`src/rtl/fp_addsub_seq.sv`:
```
// Control FSM for a sequential floating-point add/subtract datapath.
// Optional rounding stage is compiled in with `define FP_ADDSUB_ROUND_EN.
module fp_addsub_seq #(
    parameter int MANT_W    = 23,
    parameter int MAX_SHIFT = 8,
    localparam int CW       = $clog2(MANT_W + 2)
) (
    input  logic          clk,
    input  logic          reset,
    input  logic          start,
    input  logic          op_sub,
    input  logic          sign_a,
    input  logic          sign_b,
    input  logic          a_gt_eq_b,
    input  logic          spl_case,
    input  logic          alu_carry,
    input  logic          eqz,
    input  logic [CW-1:0] lzc,
    input  logic          round_up,
    input  logic          round_carry,
    output logic          load_a,
    output logic          load_b,
    output logic          sel_larger,
    output logic          add_sub,
    output logic          op_sign,
    output logic          flush_exp,
    output logic          norm_en,
    output logic          norm_mode,
    output logic          round_en,
    output logic          load_result,
    output logic          sel_result,
    output logic [CW-1:0] shift_amt,
    output logic          busy,
    output logic          done
);

    typedef enum logic [3:0] {
        S_IDLE,
        S_LOAD_A,
        S_LOAD_B,
        S_ALIGN,
        S_NORM,
        S_ROUND,
        S_RFIX,
        S_OUTPUT,
        S_DONE
    } state_t;

    localparam logic [CW-1:0] MAX_SHIFT_C = CW'(MAX_SHIFT);

`ifdef FP_ADDSUB_ROUND_EN
    localparam state_t POST_NORM = S_ROUND;
`else
    localparam state_t POST_NORM = S_OUTPUT;
    logic unused_round;
    assign unused_round = round_up ^ round_carry;
`endif

    state_t        state_q;
    logic [CW-1:0] rem_q;
    logic          op_sub_q;
    logic          spl_q;
    logic          norm_first_q;

    logic [CW-1:0] rem_eff;
    logic [CW-1:0] shift_d;
    logic [CW-1:0] rem_d;
    logic          norm_right;
    logic          norm_flush;
    logic          sign_calc;

    // On the first NORM cycle the shift budget comes straight from the LZC.
    always_comb begin
        rem_eff    = norm_first_q ? lzc : rem_q;
        shift_d    = (rem_eff > MAX_SHIFT_C) ? MAX_SHIFT_C : rem_eff;
        rem_d      = rem_eff - shift_d;
        norm_right = norm_first_q & alu_carry;
        norm_flush = norm_first_q & ~alu_carry & eqz;
        sign_calc  = eqz ? 1'b0 : (a_gt_eq_b ? sign_a : (sign_b ^ op_sub_q));
    end

    always_ff @(posedge clk or posedge reset) begin
        if (reset) begin
            state_q      <= S_IDLE;
            rem_q        <= '0;
            op_sub_q     <= 1'b0;
            spl_q        <= 1'b0;
            norm_first_q <= 1'b0;
        end else begin
            case (state_q)
                S_IDLE, S_DONE: begin
                    if (start) begin
                        state_q  <= S_LOAD_A;
                        op_sub_q <= op_sub;
                    end
                end
                S_LOAD_A: state_q <= S_LOAD_B;
                S_LOAD_B: state_q <= S_ALIGN;
                S_ALIGN: begin
                    spl_q        <= spl_case;
                    norm_first_q <= 1'b1;
                    state_q      <= spl_case ? S_OUTPUT : S_NORM;
                end
                S_NORM: begin
                    norm_first_q <= 1'b0;
                    if (norm_right) begin
                        state_q <= POST_NORM;
                    end else if (norm_flush) begin
                        state_q <= S_OUTPUT;
                    end else begin
                        rem_q <= rem_d;
                        if (rem_d == '0) begin
                            state_q <= POST_NORM;
                        end
                    end
                end
`ifdef FP_ADDSUB_ROUND_EN
                S_ROUND:  state_q <= (round_up & round_carry) ? S_RFIX : S_OUTPUT;
                S_RFIX:   state_q <= S_OUTPUT;
`endif
                S_OUTPUT: state_q <= S_DONE;
                default:  state_q <= S_IDLE;
            endcase
        end
    end

    always_comb begin
        load_a      = 1'b0;
        load_b      = 1'b0;
        sel_larger  = 1'b0;
        add_sub     = 1'b0;
        op_sign     = 1'b0;
        flush_exp   = 1'b0;
        norm_en     = 1'b0;
        norm_mode   = 1'b0;
        round_en    = 1'b0;
        load_result = 1'b0;
        sel_result  = 1'b0;
        shift_amt   = '0;
        busy        = 1'b0;
        done        = 1'b0;
        case (state_q)
            S_LOAD_A: begin
                busy   = 1'b1;
                load_a = 1'b1;
            end
            S_LOAD_B: begin
                busy   = 1'b1;
                load_b = 1'b1;
            end
            S_ALIGN: begin
                busy       = 1'b1;
                add_sub    = sign_a ^ sign_b ^ op_sub_q;
                sel_larger = ~a_gt_eq_b;
            end
            S_NORM: begin
                busy    = 1'b1;
                op_sign = sign_calc;
                if (norm_right) begin
                    norm_en = 1'b1;
                end else if (norm_flush) begin
                    flush_exp = 1'b1;
                end else begin
                    norm_en   = 1'b1;
                    norm_mode = 1'b1;
                    shift_amt = shift_d;
                end
            end
`ifdef FP_ADDSUB_ROUND_EN
            S_ROUND: begin
                busy     = 1'b1;
                op_sign  = sign_calc;
                round_en = 1'b1;
            end
            S_RFIX: begin
                // Rounding overflowed the mantissa: renormalize right by one.
                busy    = 1'b1;
                op_sign = sign_calc;
                norm_en = 1'b1;
            end
`endif
            S_OUTPUT: begin
                busy        = 1'b1;
                op_sign     = sign_calc;
                load_result = 1'b1;
                sel_result  = spl_q;
            end
            S_DONE: done = 1'b1;
            default: ;
        endcase
    end

endmodule

```
`config.mk`:
```
export PLATFORM = sky130hd
export DESIGN_NAME = fp_addsub_seq
export DESIGN_NICKNAME = d
export VERILOG_FILES = /design/src/rtl/fp_addsub_seq.sv
export SDC_FILE = /design/constraint.sdc
export NUM_CORES = 1
export LEC_CHECK = 0
export BUFFER_PORTS_ARGS = -buffer_cell sky130_fd_sc_hd__buf_2
export CAP_MARGIN = 20
export CORE_MARGIN = 4
export CORE_UTILIZATION = 27
export CTS_BUF_LIST = sky130_fd_sc_hd__clkbuf_4 sky130_fd_sc_hd__clkbuf_8 sky130_fd_sc_hd__clkbuf_16
export CTS_CLUSTER_SIZE = 14
export DETAILED_ROUTE_END_ITERATION = 12
export SLEW_MARGIN = 5
export SYNTH_ARGS = -nofsm -noshare
export SYNTH_HDL_FRONTEND = slang
export SYNTH_SLANG_ARGS = --single-unit
```
`constraint.sdc`:
```
create_clock -name clk -period 4.1 [get_ports clk]
set_clock_uncertainty 0.1 [all_clocks]
set_input_delay 0.205 -clock clk [delete_from_list [all_inputs] [get_ports clk]]
set_output_delay 0.205 -clock clk [all_outputs]
set_load 0.05 [all_outputs]
```
==> flow_summary.ini, run 1 <==
[outcome]
status = completed

[grt]
grt_pass1_wl_um = 3367
antenna_found_initial = 0
grt_overflow = 0
grt_max_degree = 16
grt_pass1_vias = 792
grt_usage_pct = 9.591

[logic_synthesis]
synthArstFlopShare_pct = 100.0
synth.avg_cell_area_um2 = 8.782
yosysUniqueCellTypes = 43
netlist_area_um2 = 930.9
synthCells = 106
ys_seq_elements = 12
synth_compound_area_share_pct = 17.74
synth-main-ff-cell = dfrtp_1
synth_top_family_by_area = simple AND/OR/NAND/NOR gates
synth_top_area_share_pct = 32.26
synth_edf_count = 0
synthTopCellsByArea = dfrtp_1 (32%), mux2_2 (6.0%), o21ai_0 (3.8%)
synth_mux_area_share_pct = 8.199
synth_simple_gate_area_share_pct = 28.63
synth-xor-area-share_pct = 2.823
yosys.area_share.adder_pct = 1.344
yosysTopAreaCell = dfrtp_1
ys_warn_count = 0
seq_area_frac_synth_pct = 32.26

[clock_tree]
numCtsBuffers = 3
cts_resized = 0
cts_htree_levels = 1
cts_tree = built
clockBufferDepth = 2
clk-insertion-delay-late_ns = 0.27
cts_root_buf = clkbuf_4
cts_setup_buffers = 0
path_clk_slew_ns = 0.08
ctsHoldBuffers = 1
clock-sinks = 12

[floorplan]
die_y_um = 66.72
floorplan.initialDensity_pct = 27.90
row_count = 21
dieArea_um2 = 4451
core_area_um2 = 3337
fp.dieW_um = 66.72
io_pins = 35

[power_and_ir_drop]
pwr-share-clk_pct = 12.0
power.leakage_uw = 0.0005758
netSwitchingFraction_pct = 50.03
internal-power_uw = 389.9
pwr_density_cell_nw_per_um2 = 685.3
vdd_drop_max_v = 0.0001832
combPwrFrac_pct = 55.1
power.switching_uw = 390.4
seq_power_share_pct = 32.8

[worst_hold_path]
hp-class = in2reg
whs_path_depth = 2

[routing]
vias = 848
final_antenna_net_count = 0
dr.pass1.iters = 4
drtIter0Drc = 46
drt_wl_total_um = 2088
routed_via_density = 4.685
post_drt_wl_per_cell_um = 11.54
route.detailed.drc = 0

[critical_path]
crit_chain = inv_1, a21oi_1, nand2_1, ha_1, or3b_2, nand3_1, o211ai_1, a32o_1
cp.arrival_ns = 2.83
crit_type = reg2reg
required_ns = 4.16
crit_path_max_fanout = 13
cp_slowest_cell = dfrtp_1
cpPeakStageDelay_ns = 0.60
reg2regPathDepth = 8
cp-end-kind = flip-flop
setup.worst_path.start_class = flip-flop
crit_family = compound AO/OA/AOI/OAI gates
critPathBufInv = 1
crit_cells = 8

[cells_and_area]
final_area_um2 = 1139
area_growth_pct = 22.31
fin_nets = 154
drive_above_1_share_pct = 32.59
diodes = 0
final_util_pct = 34.12

[sta]
period_share_pct = 67.69
slew-limit-headroom_pct = 63.78
fin_tns_setup_ns = 0
hold_violations = 0
slew_violations = 0
rsz0062_at_grt = false
period_minus_slack_ns = 2.775
setup_violations = 0
fmax_mhz = 360.3
tightestPinTransition_ns = 0.5433

[place]
gp_congestion = 0.7895
port-buffer-count = 30
dp_hpwl_um = 1648
dpl_cell_area_um2 = 1092

[run]
maxCapViolations = 0
==> power by group through the flow <==
stage / clock network [uW] / logic, uW / registers, uW
after floorplan: 0 / 407 / 207
after global placement: 0 / 426 / 255
after detailed placement: 0 / 432 / 257
after CTS: 97.7 / 434 / 255
after global routing: 103 / 470 / 268
final: 94.0 / 430 / 256
==> worst paths after layout <==
path	startpoint	end	slack [ns]
max reg2reg	norm_first_q	rem_q[2]	1.32
max	norm_first_q	rem_q[2]	1.32
min in group asynchronous	reset	rem_q[3]	0.38
min reg2reg	spl_q	spl_q	0.41
max in group asynchronous	reset	rem_q[2]	3.20
min	op_sub	op_sub_q	0.08
==> logic make-up after synthesis <==
kind of cell / Yosys count
fa+ha+maj: 1
compound gates: 26
mux: 7
simple gates: 41
xor+xnor: 3
flops: 12
buf+inv: 14
other cells: 2
==> metal layers <==
layer | up-vias | part of all wire, % | global-route usage (%)
li1 | 434 | - | -
met1 | 383 | 50 | 13.31
met2 | 31 | 41 | 14.98
met3 | 0 | 9.0 | 2.192
met4 | 0 | 0 | 2.284
met5 | - | 0 | 0
==> cell usage in the layout, fill, tap and decap left out, types with 4 or more instances in the layout <==
cell	n
dfrtp_1	12
a21oi_1	4
nor3_1	4
nor2_1	7
buf_2	30
o21ai_0	7
nand2_1	6
inv_1	7
mux2_2	5
==> metrics by stage <==
step	power [uW]	hold WS [ns]	std cells	worst slack, ns
after detailed placement	688.9	0.1553	176	1.341
after global placement	680.4	0.1432	176	1.388
final	780.3	0.07564	181	1.325
after CTS	786.0	0.06506	181	1.344
after floorplan	614.1	-0.03030	107	1.395
after global routing	841.4	0.06481	181	1.169
==> registers in the layout, summed over array words and instances (netlist names) <==
register      count
rem_q             5
state_q           4
norm_first_q      1
spl_q             1
op_sub_q          1
==> cell type report <==
type | instances | area, um^2
repair buffers | 31 | 160.2
clock buffers | 4 | 36.28
multi-input cells | 81 | 558.0
fillers | 369 | 2198
well taps | 46 | 57.56
inverters | 7 | 26.28
flip-flops and latches | 12 | 300.3
==> Yosys cell counts (all sizes together) (2+ instances only) <==
cell type,n
dfrtp,12
o21ai,9
inv,7
nand2,7
nor2,7
buf,5
mux2,5
a21oi,4
nor3,4
and2b,3
nor3b,3
and2,2
and3,2
clkbuf,2
conb,2
mux2i,2
nand2b,2
nand3,2
nand3b,2
nor2b,2
nor4b,2
o211ai,2
o21bai,2
o22ai,2
xor2,2
No activity file was read; power rests on OpenSTA's default activity.
==> run 2: changes to the inputs <==
Clock period 4.1 ns to 2.55 ns, I/O delays scaled along.
==> run 2 against run 1 <==
Highest routed layer is now met4. Critical endpoint unchanged. Combinational power is 70% higher. Clock power is 66% higher. Sequential power is 61% higher. Global-route usage is 0.95 points higher. Worst hold slack worse by 0.042 ns.
==> flow_summary.ini, run 2 (synthesis gave the netlist of run 1 again) <==
[clock_tree]
clk-insertion-delay-late_ns = 0.28
clock-sinks = 12
clockBufferDepth = 2
cts_htree_levels = 1
numCtsBuffers = 3
cts_resized = 0
cts_root_buf = clkbuf_4
cts_tree = built
path_clk_slew_ns = 0.08

[critical_path]
critPathBufInv = 0
cp_slowest_cell = dfrtp_1
crit_path_max_fanout = 10
setup.worst_path.start_class = flip-flop
crit_chain = nor3b_1, a21oi_1, nand2_1, ha_1, or3b_2, nand3_1, o211ai_1, a32o_1
crit_family = simple AND/OR/NAND/NOR gates
crit_type = reg2reg
cp-end-kind = flip-flop
cpPeakStageDelay_ns = 0.51
required_ns = 2.62
cp.arrival_ns = 2.31

[cells_and_area]
reg_top3 = rem_q (5), state_q (4)
fillers = 368
fin_nets = 158
final_common_cell = buf_2
final_cell_mix = buf_2 (30), dfrtp_1 (12), inv_1 (7), o21ai_0 (7), nor2_1 (7)
largest_reg_flops = 5
regMostFlops = rem_q
diodes = 0
area_growth_pct = 26.34
drive_above_1_share_pct = 34.53

[routing]
final_antenna_net_count = 0
drtIter0Drc = 40
dr.pass1.iters = 4
drt_wl_total_um = 2248
vias = 890
post_drt_wl_per_cell_um = 12.15
route.detailed.drc = 0
routed_via_density = 4.811

[floorplan]
fp.dieW_um = 66.72
row_count = 21
io_pins = 35
dieArea_um2 = 4451
floorplan.initialDensity_pct = 27.90
core_area_um2 = 3337
die_y_um = 66.72

[sta]
rsz0062_at_grt = false
period_minus_slack_ns = 2.239
period_share_pct = 87.82
fmax_mhz = 446.5
whs_ns = 0.03361
fin_tns_setup_ns = 0
hold_violations = 0
slew_violations = 0
setup_violations = 0

[grt]
grt_max_degree = 16
grt_pass1_vias = 820
antenna_found_initial = 0
grt_overflow = 0
grt_pass1_wl_um = 3677
grt_usage_pct = 10.54

[power_and_ir_drop]
vdd_drop_max_v = 0.0003446
pwr_density_cell_nw_per_um2 = 1103
power.leakage_uw = 0.0005960

[place]
dp_hpwl_um = 1724
gp_congestion = 0.7939
port-buffer-count = 30

[worst_hold_path]
hp-class = in2reg

[run]
maxCapViolations = 0

[outcome]
status = completed
## run 2: cell count changes in the layout (fill, tap and decap cells not counted), sizes merged
cell / before / now
buf: 30 / 33
dlygate4sd3: 1 / 2
## run 2: layout make-up
class,instances,area (um^2),area share (%)
well taps,46,57.56,4.894
multi-input cells,81,563.0,47.87
repair buffers,35,192.7,16.38
flip-flops and latches,12,300.3,25.53
inverters,7,26.28,2.234
clock buffers,4,36.28,3.085
## run 2: routing by layer
metal | routed length (um) | GRT usage (%)
met1 | 1041 | 13.71
met2 | 1019 | 17.45
met3 | 178 | 2.192
met4 | 8 | 3.046
met5 | 0 | 0
## run 2: path summary, 6_finish.rpt
path                                    from  slack, ns      endpoint  cells past startpoint
worst max-delay path            norm_first_q       0.31      rem_q[2]                      8
worst min-delay path                spl_case       0.03         spl_q                      2
worst max register to register  norm_first_q       0.31      rem_q[2]                      8
worst min register to register         spl_q       0.42         spl_q                      1
max in group asynchronous              reset       1.73  norm_first_q                      3
min in group asynchronous              reset       0.30      rem_q[4]                      3
## run 2: where the power goes
group          switching [uW]  internal, uW
registers                 137           275
clock network            68.8          86.8
logic                     442           288
## run 2: per-stage QoR
stage	area (um^2)	instances	worst slack [ns]	total power (uW)	util, %
3_5_place_dp	1120	179	0.3215	1143	33.56
4_1_cts	1176	185	0.2905	1307	35.25
2_1_floorplan	939.7	107	0.06487	988.8	-
6_report	1176	185	0.3106	1298	35.25
5_1_grt	1176	185	0.1461	1390	35.25
3_3_place_gp	1120	179	0.3532	1124	33.56
## run 2: timing repair
action / CTS / global route
buffers inserted: 0 / 0
endpoints found under the hold margin: 13 / 0
hold buffers: 2 / 0
